[config.mk]
export PLATFORM = sky130hd
export DESIGN_NAME = rxstatus_scheduler
export DESIGN_NICKNAME = d
export VERILOG_FILES = /design/src/rtl/rxstatus_scheduler.sv
export SDC_FILE = /design/constraint.sdc
export NUM_CORES = 1
export LEC_CHECK = 0
export CORE_MARGIN = 2
export CORE_UTILIZATION = 50
export CTS_CLUSTER_DIAMETER = 30
export CTS_CLUSTER_SIZE = 28
export DETAILED_ROUTE_END_ITERATION = 16
export PLACE_DENSITY = 0.85
export SLEW_MARGIN = 10
export SYNTH_ARGS = -nofsm -noshare
export SYNTH_HDL_FRONTEND = slang
export SYNTH_SLANG_ARGS = --single-unit
[constraint.sdc]
create_clock -name CLK -period 3.7 [get_ports CLK]
set_clock_uncertainty 0.15 [all_clocks]
set_input_delay 0.555 -clock CLK [delete_from_list [all_inputs] [get_ports CLK]]
set_output_delay 0.555 -clock CLK [all_outputs]
set_load 0.005 [all_outputs]
[src/rtl/rxstatus_scheduler.sv]
// Captures receive-path event pulses into a pending set and reports them one PIPE RXSTATUS code at a time, by fixed priority.
// Optional DROP_COUNT output (saturating drop counter) is compiled in with RXSTATUS_DROPCNT_EN.
module rxstatus_scheduler #(
  parameter int HOLD_CYCLES = 1
) (
  input  logic       CLK,
  input  logic       RESET,
  input  logic       ENABLE,
  input  logic       SKP_ADDED,
  input  logic       SKP_REMOVED,
  input  logic       RXDET_O,
  input  logic       DECODE_ERROR,
  input  logic       BUFF_OVERFLOW,
  input  logic       BUFF_UNDERFLOW,
  input  logic       DISPARITY_ERROR,
  input  logic       CLR_DROP,
  output logic [2:0] RXSTATUS,
  output logic       STATUS_VALID,
  output logic [6:0] PENDING,
  output logic       DROPPED
`ifdef RXSTATUS_DROPCNT_EN
  ,
  output logic [7:0] DROP_COUNT
`endif
);

  typedef enum logic {IDLE, REPORT} state_t;

  localparam logic [3:0] HOLD_LOAD = 4'(HOLD_CYCLES - 1);

  state_t     state, state_nxt;
  logic [3:0] hold_cnt, hold_nxt;
  logic [2:0] code_nxt;
  logic       valid_nxt;
  logic [6:0] pend_nxt;
  logic [6:0] retire;
  logic [6:0] drops;
  logic       dropped_nxt;
  logic [6:0] events;

  assign events = {SKP_ADDED, SKP_REMOVED, RXDET_O, DECODE_ERROR,
                   BUFF_OVERFLOW, BUFF_UNDERFLOW, DISPARITY_ERROR};

  // Priority: decode, disparity, overflow, underflow, skp added, skp removed, rxdet.
  function automatic logic [2:0] pick_code(input logic [6:0] v);
    if      (v[3]) return 3'b100;
    else if (v[0]) return 3'b111;
    else if (v[2]) return 3'b101;
    else if (v[1]) return 3'b110;
    else if (v[6]) return 3'b001;
    else if (v[5]) return 3'b010;
    else if (v[4]) return 3'b011;
    else           return 3'b000;
  endfunction

  function automatic logic [6:0] code_mask(input logic [2:0] code);
    case (code)
      3'b001:  return 7'b1000000;
      3'b010:  return 7'b0100000;
      3'b011:  return 7'b0010000;
      3'b100:  return 7'b0001000;
      3'b101:  return 7'b0000100;
      3'b110:  return 7'b0000010;
      3'b111:  return 7'b0000001;
      default: return 7'b0000000;
    endcase
  endfunction

  always_comb begin
    state_nxt = state;
    hold_nxt  = hold_cnt;
    code_nxt  = RXSTATUS;
    pend_nxt  = PENDING;
    retire    = '0;
    drops     = '0;
    if (ENABLE) begin
      case (state)
        IDLE: begin
          pend_nxt = PENDING | events;
          drops    = events & PENDING;
          if (|pend_nxt) begin
            code_nxt  = pick_code(pend_nxt);
            hold_nxt  = HOLD_LOAD;
            state_nxt = REPORT;
          end
        end
        REPORT: begin
          if (hold_cnt != 4'd0) begin
            hold_nxt = hold_cnt - 4'd1;
            pend_nxt = PENDING | events;
            drops    = events & PENDING;
          end else begin
            // A bit retired on this edge may re-arrive without counting as a drop.
            retire   = code_mask(RXSTATUS);
            pend_nxt = (PENDING & ~retire) | events;
            drops    = events & PENDING & ~retire;
            if (|pend_nxt) begin
              code_nxt = pick_code(pend_nxt);
              hold_nxt = HOLD_LOAD;
            end else begin
              code_nxt  = 3'b000;
              state_nxt = IDLE;
            end
          end
        end
        default: state_nxt = IDLE;
      endcase
    end
    valid_nxt = |code_nxt;
    if (|drops)        dropped_nxt = 1'b1;
    else if (CLR_DROP) dropped_nxt = 1'b0;
    else               dropped_nxt = DROPPED;
  end

  always_ff @(posedge CLK or posedge RESET) begin
    if (RESET) begin
      state        <= IDLE;
      hold_cnt     <= '0;
      RXSTATUS     <= '0;
      STATUS_VALID <= 1'b0;
      PENDING      <= '0;
      DROPPED      <= 1'b0;
    end else begin
      state        <= state_nxt;
      hold_cnt     <= hold_nxt;
      RXSTATUS     <= code_nxt;
      STATUS_VALID <= valid_nxt;
      PENDING      <= pend_nxt;
      DROPPED      <= dropped_nxt;
    end
  end

`ifdef RXSTATUS_DROPCNT_EN
  logic [2:0] drop_num;
  logic [8:0] drop_sum;
  logic [7:0] count_nxt;

  always_comb begin
    drop_num = '0;
    for (int i = 0; i < 7; i++) drop_num = drop_num + 3'(drops[i]);
    drop_sum = {1'b0, DROP_COUNT} + 9'(drop_num);
    // A clear on a dropping edge restarts the count from that edge's drops.
    if (CLR_DROP)         count_nxt = 8'(drop_num);
    else if (drop_sum[8]) count_nxt = 8'hFF;
    else                  count_nxt = drop_sum[7:0];
  end

  always_ff @(posedge CLK or posedge RESET) begin
    if (RESET) DROP_COUNT <= '0;
    else       DROP_COUNT <= count_nxt;
  end
`endif

endmodule
==> impl_metrics.env, run 1 <==
export IMPL_ctsHoldBuffers=0
export IMPL_drive_gt1_share_pct=8.02
export IMPL_synth_edf_count=0
export IMPL_cts_tree="built"
export IMPL_core_area_sq_um=2410
export IMPL_cts_sinks=17
export IMPL_synth_most_common_cell="dfrtp_1"
export IMPL_htree_levels=1
export IMPL_cp_start_kind="input port"
export IMPL_ys_async_sr_fraction_pct=100
export IMPL_top_level_ports=23
export IMPL_cp_depth=6
export IMPL_fin_tns_setup_ps=0
export IMPL_final_hold_viol_count=0
export IMPL_crit_path_end_kind="flop"
export IMPL_cts_setup_buffers=0
export IMPL_path_class="input port to flop"
export IMPL_post_route_drc_count=0
export IMPL_grt_max_degree=19
export IMPL_synth_common_cells="dfrtp_1, nand2_1, inv_1, a21oi_1, nor2_1"
export IMPL_crit_path_cell_trace="clkdlybuf4s50_1 -> nor4_1 -> nand4_1 -> and4_1 -> a22oi_1 -> nand4_1"
export IMPL_crit_end="STATUS_VALID$_DFF_PP0_"
export IMPL_ctsLongestPathBuffers=2
export IMPL_cpLargestDelayFamily="simple AND/OR/NAND/NOR gates"
export IMPL_synth_fp_nets=153
export IMPL_syn2layout_area_growth_pct=21.1
export IMPL_fin_crit_sh_pct=68.0
export IMPL_r2r_start="RXSTATUS[2]$_DFF_PP0_"
export IMPL_ctsResizeCount=0
export IMPL_ys_types=49
export IMPL_drv_cap=0
export IMPL_clkTransAtPathRegs_ps=100
export IMPL_ys_ff_latch=17
export IMPL_final_util_pct=62.4
export IMPL_critical_path_slowest_cell="nor4_1"
export IMPL_hold_class="flop to flop"
export IMPL_die_height_microns=53.8
export IMPL_cp_arrival_ps=2530
export IMPL_drt_total_wl_mm=3.22
export IMPL_synth_ff_type="dfrtp_1"
export IMPL_setup_violations=0
export IMPL_outcome="finished, final reports clean"
export IMPL_critPathLaunch="BUFF_OVERFLOW"
export IMPL_p_per_area_nw_per_um2=332
export IMPL_gp_congestion=0.918
export IMPL_cts_root_buf="clkbuf_4"
export IMPL_crit_path_max_incr_delay_ps=580
export IMPL_peakVddDrop_mv=0.249
export IMPL_nNetsFinal=176
export IMPL_relSlewSlack_pct=57.2
export IMPL_fmaxAchievable_mhz=398
export IMPL_clock_latency_ps=290
export IMPL_drtIter0Drc=68
export IMPL_synthCells=140
export IMPL_fin_crit_ps=2510
export IMPL_antenna_found_initial=0
export IMPL_tightest_slew_ps=642
export IMPL_cts_buffers_inserted=3
export IMPL_r2r_slack_ps=1280
export IMPL_crit_buf_inv=1
export IMPL_crit_top_cell="nand4_1"
export IMPL_grt_overflow=0
export IMPL_initial_core_util_pct=51.5
export IMPL_rr_worst_depth=5
export IMPL_insertedDiodeCount=0
export IMPL_vias=1237
export IMPL_required_ps=3710
export IMPL_io_buffer_count=22
export IMPL_rsz0062_at_grt="no"
export IMPL_synth_top_area_share_pct=34.3
export IMPL_drt_wirelength_per_cell_microns=16.7
export IMPL_leakagePower_nw=0.621
export IMPL_drv_slew=0
export IMPL_viasPerCell=6.44
export IMPL_row_count=18
export IMPL_dpl_hpwl_mm=2.38
export IMPL_ant_nets=0
export IMPL_dieArea_sq_um=2900
export IMPL_ys_seq_area_share_pct=34.3
export IMPL_syn_area_sq_um=1240
export IMPL_reg2reg_to="DROPPED$_DFFE_PP0P_"
export IMPL_chipWidth_microns=53.8
export IMPL_grt_pass1_wl_mm=5.29
export IMPL_dr_pass1_iters=4
export IMPL_grt_pass1_vias=1153
export IMPL_synth_top_area_cell="dfrtp_1"
export IMPL_crit_fanout=7
export IMPL_grt_usage_pct=25.0
export IMPL_synth_area_leaders="dfrtp_1, a22o_1, nand2_1, a21oi_1, o21ai_1"
export IMPL_fillCellCount=200
export IMPL_avgSynthCellArea_sq_um=8.87
export IMPL_yosys_warnings=0
-- metrics by stage --
stage / std cells / cell area [sq um] / total power, W / setup WS (ps) / hold WS [ps]
after global placement: 188 / 1480 / 0.000396 / 948 / 355
after global routing: 192 / 1500 / 0.000528 / 1060 / 405
final: 192 / 1500 / 0.000499 / 1190 / 379
after floorplan: 140 / 1240 / 0.000329 / 1790 / 329
after detailed placement: 188 / 1480 / 0.000401 / 963 / 354
after CTS: 192 / 1500 / 0.000498 / 1250 / 378
-- state kept, by name, summed over array words and instances, names as in the netlist --
name          flops
RXSTATUS          3
hold_cnt          4
STATUS_VALID      1
PENDING           7
state             1
DROPPED           1
-- worst min path at each step --
stage	startpoint	end	slack (ps)	cells past startpoint
final	hold_cnt[1]$_DFFE_PP0P_	hold_cnt[1]$_DFFE_PP0P_	380	1
after detailed placement	hold_cnt[1]$_DFFE_PP0P_	hold_cnt[1]$_DFFE_PP0P_	350	1
after global placement	hold_cnt[1]$_DFFE_PP0P_	hold_cnt[1]$_DFFE_PP0P_	350	1
after floorplan	RESET	DROPPED$_DFFE_PP0P_	330	1
after global routing	hold_cnt[1]$_DFFE_PP0P_	hold_cnt[1]$_DFFE_PP0P_	400	1
after CTS	hold_cnt[1]$_DFFE_PP0P_	hold_cnt[1]$_DFFE_PP0P_	380	1
-- power breakdown --
part           total (W)  internal (W)  leakage, nW  switching (W)
Sequential      0.000249      0.000203        0.191      0.0000465
Combinational   0.000151     0.0000849        0.412      0.0000656
Clock          0.0000990     0.0000402       0.0177      0.0000588
Total           0.000499      0.000328        0.621       0.000171
-- cells by family (layout without fill, tap and decap cells) --
kind of cell             after synthesis  count (layout)  synth area share [%]
AO/OA/AOI/OAI                         49              49                  30.4
adder cells (fa/ha/maj)                2               2                  2.02
flip-flops                            17              17                  34.3
buffers and inverters                 13              35                  4.64
multiplexers                           1               1                 0.907
AND/OR/NAND/NOR                       58              58                  27.7
-- cell type report --
cell class                      instances  area, sq um  share of cell area (%)
Tap cell                               30         37.5                    2.50
Inverter                                9         33.8                    2.25
Clock inverter                          1         5.00                   0.333
Multi-Input combinational cell        110          758                    50.5
Timing Repair Buffer                   22          220                    14.7
Sequential cell                        17          425                    28.3
Clock buffer                            3         22.5                    1.50
-- cells in the final DEF, fill, tap and decap left out, drive strengths merged, types with 2 or more instances in the layout --
cell,count
nor4,2
or3b,4
nand4,3
clkdlybuf4s50,22
nand4b,2
and4bb,2
nand3,4
ha,2
or2,2
nand2,16
dfrtp,17
o2bb2ai,2
o22a,2
nand2b,3
nor2,8
clkbuf,3
a22oi,4
a221oi,3
nor2b,3
a21oi,8
inv,9
nor3,2
a22o,7
a2111oi,2
o21ai,12
-- worst reg2reg max path: stages (launching register included) --
cell       delay (ps)
dfrtp_1           730
or3b_4            480
a21oi_1           130
nand2_1            70
a2111oi_0         540
o22ai_1           180
-- routing by layer --
layer  GRT usage (%)  wire length (microns)  vias up  share of wire (%)
li1                -                      -      577                  -
met1            34.9                   1340      591                 42
met2            40.0                   1620       64                 50
met3            3.61                    233        5                7.2
met4            7.69                     26        0               0.81
met5               0                      0        -                  0
Note: power is estimated with default switching activity, not from simulation.
==> run 2, diff against run 1 <==
==> constraint.sdc (replaced) <==
create_clock -name CLK -period 2.4 [get_ports CLK]
set_clock_uncertainty 0.15 [all_clocks]
set_input_delay 0.36 -clock CLK [delete_from_list [all_inputs] [get_ports CLK]]
set_output_delay 0.36 -clock CLK [all_outputs]
set_load 0.005 [all_outputs]
==> impl_metrics.env, run 2 (synthesized netlist as in run 1, its figures left out) <==
export IMPL_fin_crit_sh_pct=96.1
export IMPL_dr_pass1_iters=4
export IMPL_top_level_ports=23
export IMPL_grt_max_degree=18
export IMPL_grt_overflow=0
export IMPL_initial_core_util_pct=51.5
export IMPL_syn2layout_area_growth_pct=27.7
export IMPL_ctsHoldBuffers=0
export IMPL_fmaxAchievable_mhz=433
export IMPL_hold_class="input port to asynchronous set/reset pin"
export IMPL_cts_tree="built"
export IMPL_critical_path_slowest_cell="a2111oi_0"
export IMPL_crit_path_cell_trace="buf_4 -> or3b_1 -> a2111oi_0 -> o21ai_1 -> and2_1 -> o21ai_1"
export IMPL_dp_slack_ps=25.1
export IMPL_fin_ws_ps=92.8
export IMPL_viasPerCell=6.40
export IMPL_insertedDiodeCount=0
export IMPL_path_class="flop to flop"
export IMPL_core_area_sq_um=2410
export IMPL_post_route_drc_count=0
export IMPL_p_per_area_nw_per_um2=509
export IMPL_grt_pass1_wl_mm=5.58
export IMPL_fin_crit_ps=2310
export IMPL_relSlewSlack_pct=55.8
export IMPL_rsz0062_at_grt="no"
export IMPL_die_height_microns=53.8
export IMPL_layout_cells_most_common_list="clkdlybuf4s50_1, dfrtp_1, nand2_1"
export IMPL_largest_reg_flops=7
export IMPL_row_count=18
export IMPL_crit_top_cell="o21ai_1"
export IMPL_ant_nets=0
export IMPL_grt_pass1_vias=1225
export IMPL_drtIter0Drc=72
export IMPL_peakVddDrop_mv=0.343
export IMPL_grt_usage_pct=26.4
export IMPL_dpl_hpwl_mm=2.53
export IMPL_ctsLongestPathBuffers=2
export IMPL_clock_latency_ps=300
export IMPL_holdWs_ps=288
export IMPL_setup_violations=0
export IMPL_drt_wirelength_per_cell_microns=16.6
export IMPL_required_ps=2480
export IMPL_mostFrequentLayoutCell="clkdlybuf4s50_1"
export IMPL_drv_slew=0
export IMPL_outcome="finished, final reports clean"
export IMPL_chipWidth_microns=53.8
export IMPL_htree_levels=1
export IMPL_drive_gt1_share_pct=13.9
export IMPL_crit_fanout=14
export IMPL_cts_buffers_inserted=3
export IMPL_dieArea_sq_um=2900
export IMPL_ctsResizeCount=0
export IMPL_final_hold_viol_count=0
export IMPL_clkTransAtPathRegs_ps=110
export IMPL_cp_arrival_ps=2380
export IMPL_io_buffer_count=22
export IMPL_fillCellCount=176
export IMPL_crit_path_max_incr_delay_ps=620
export IMPL_cts_root_buf="clkbuf_4"
export IMPL_cp_start_kind="flop"
export IMPL_top_register="PENDING"
export IMPL_tightest_slew_ps=662
export IMPL_vias=1300
export IMPL_cts_sinks=17
export IMPL_top_regs="PENDING (7), hold_cnt (4), RXSTATUS (3)"
export IMPL_crit_path_end_kind="flop"
export IMPL_drv_cap=0
export IMPL_nNetsFinal=187
export IMPL_antenna_found_initial=0
export IMPL_fin_tns_setup_ps=0
export IMPL_leakagePower_nw=0.675
export IMPL_cts_setup_buffers=0
export IMPL_drt_total_wl_mm=3.36
export IMPL_gp_congestion=1.03
## run 2: cell count changes in the layout (fill, tap and decap cells not counted), sizes merged
| cell | previous run | this run |
|---|---|---|
| buf | 0 | 11 |
## run 2: area by class of cell
type / count / area, sq um / share of cell area, %
timing repair buffer: 33 / 303 / 19.1
clock buffer: 3 / 22.5 / 1.42
clock inverter: 1 / 5.00 / 0.316
tap: 30 / 37.5 / 2.37
multi-input combinational: 110 / 758 / 47.8
sequential: 17 / 425 / 26.8
inverter: 9 / 33.8 / 2.13
## run 2: per-stage QoR
step,cells,cell area (sq um),utilization [%],power (W)
CTS,203,1590,65.8,0.000801
global route,203,1590,65.8,0.000854
finish,203,1590,65.8,0.000807
global placement,199,1560,64.6,0.000631
detailed placement,199,1560,64.6,0.000640
floorplan,140,1240,-,0.000507
## run 2: path summary, 6_finish.rpt
| check | from | end | slack (ps) | depth (start not counted) |
|---|---|---|---|---|
| worst max-delay path | RXSTATUS[2]$_DFF_PP0_ | RXSTATUS[0]$_DFF_PP0_ | 90 | 6 |
| worst min-delay path | RESET | hold_cnt[1]$_DFFE_PP0P_ | 290 | 2 |
| worst max register to register | RXSTATUS[2]$_DFF_PP0_ | RXSTATUS[0]$_DFF_PP0_ | 90 | 6 |
| worst min register to register | DROPPED$_DFFE_PP0P_ | DROPPED$_DFFE_PP0P_ | 390 | 2 |
| max in group asynchronous | RESET | PENDING[5]$_DFFE_PP0P_ | 1390 | 2 |
| min in group CLK | DROPPED$_DFFE_PP0P_ | DROPPED$_DFFE_PP0P_ | 390 | 2 |
## run 2: routing by layer
metal | vias to the layer above | wire length [microns] | track usage (%)
met5 | - | 0 | 0
met2 | 64 | 1670 | 45.1
met3 | 8 | 209 | 3.89
li1 | 599 | - | -
met4 | 0 | 54 | 9.40
met1 | 629 | 1430 | 33.4
## run 2: critical path: cells and delay by family (launching register included)
kind                   cells  cell delay, ps
AOI/OAI and AO/OA          3             850
buffers and inverters      1             210
DFF                        1             450
and+or+nand+nor            2             580
## run 2: power breakdown
group	internal (W)	switching, W	total [W]
Clock	0.0000621	0.000102	0.000165
Sequential	0.000314	0.0000431	0.000357
Combinational	0.000149	0.000137	0.000286
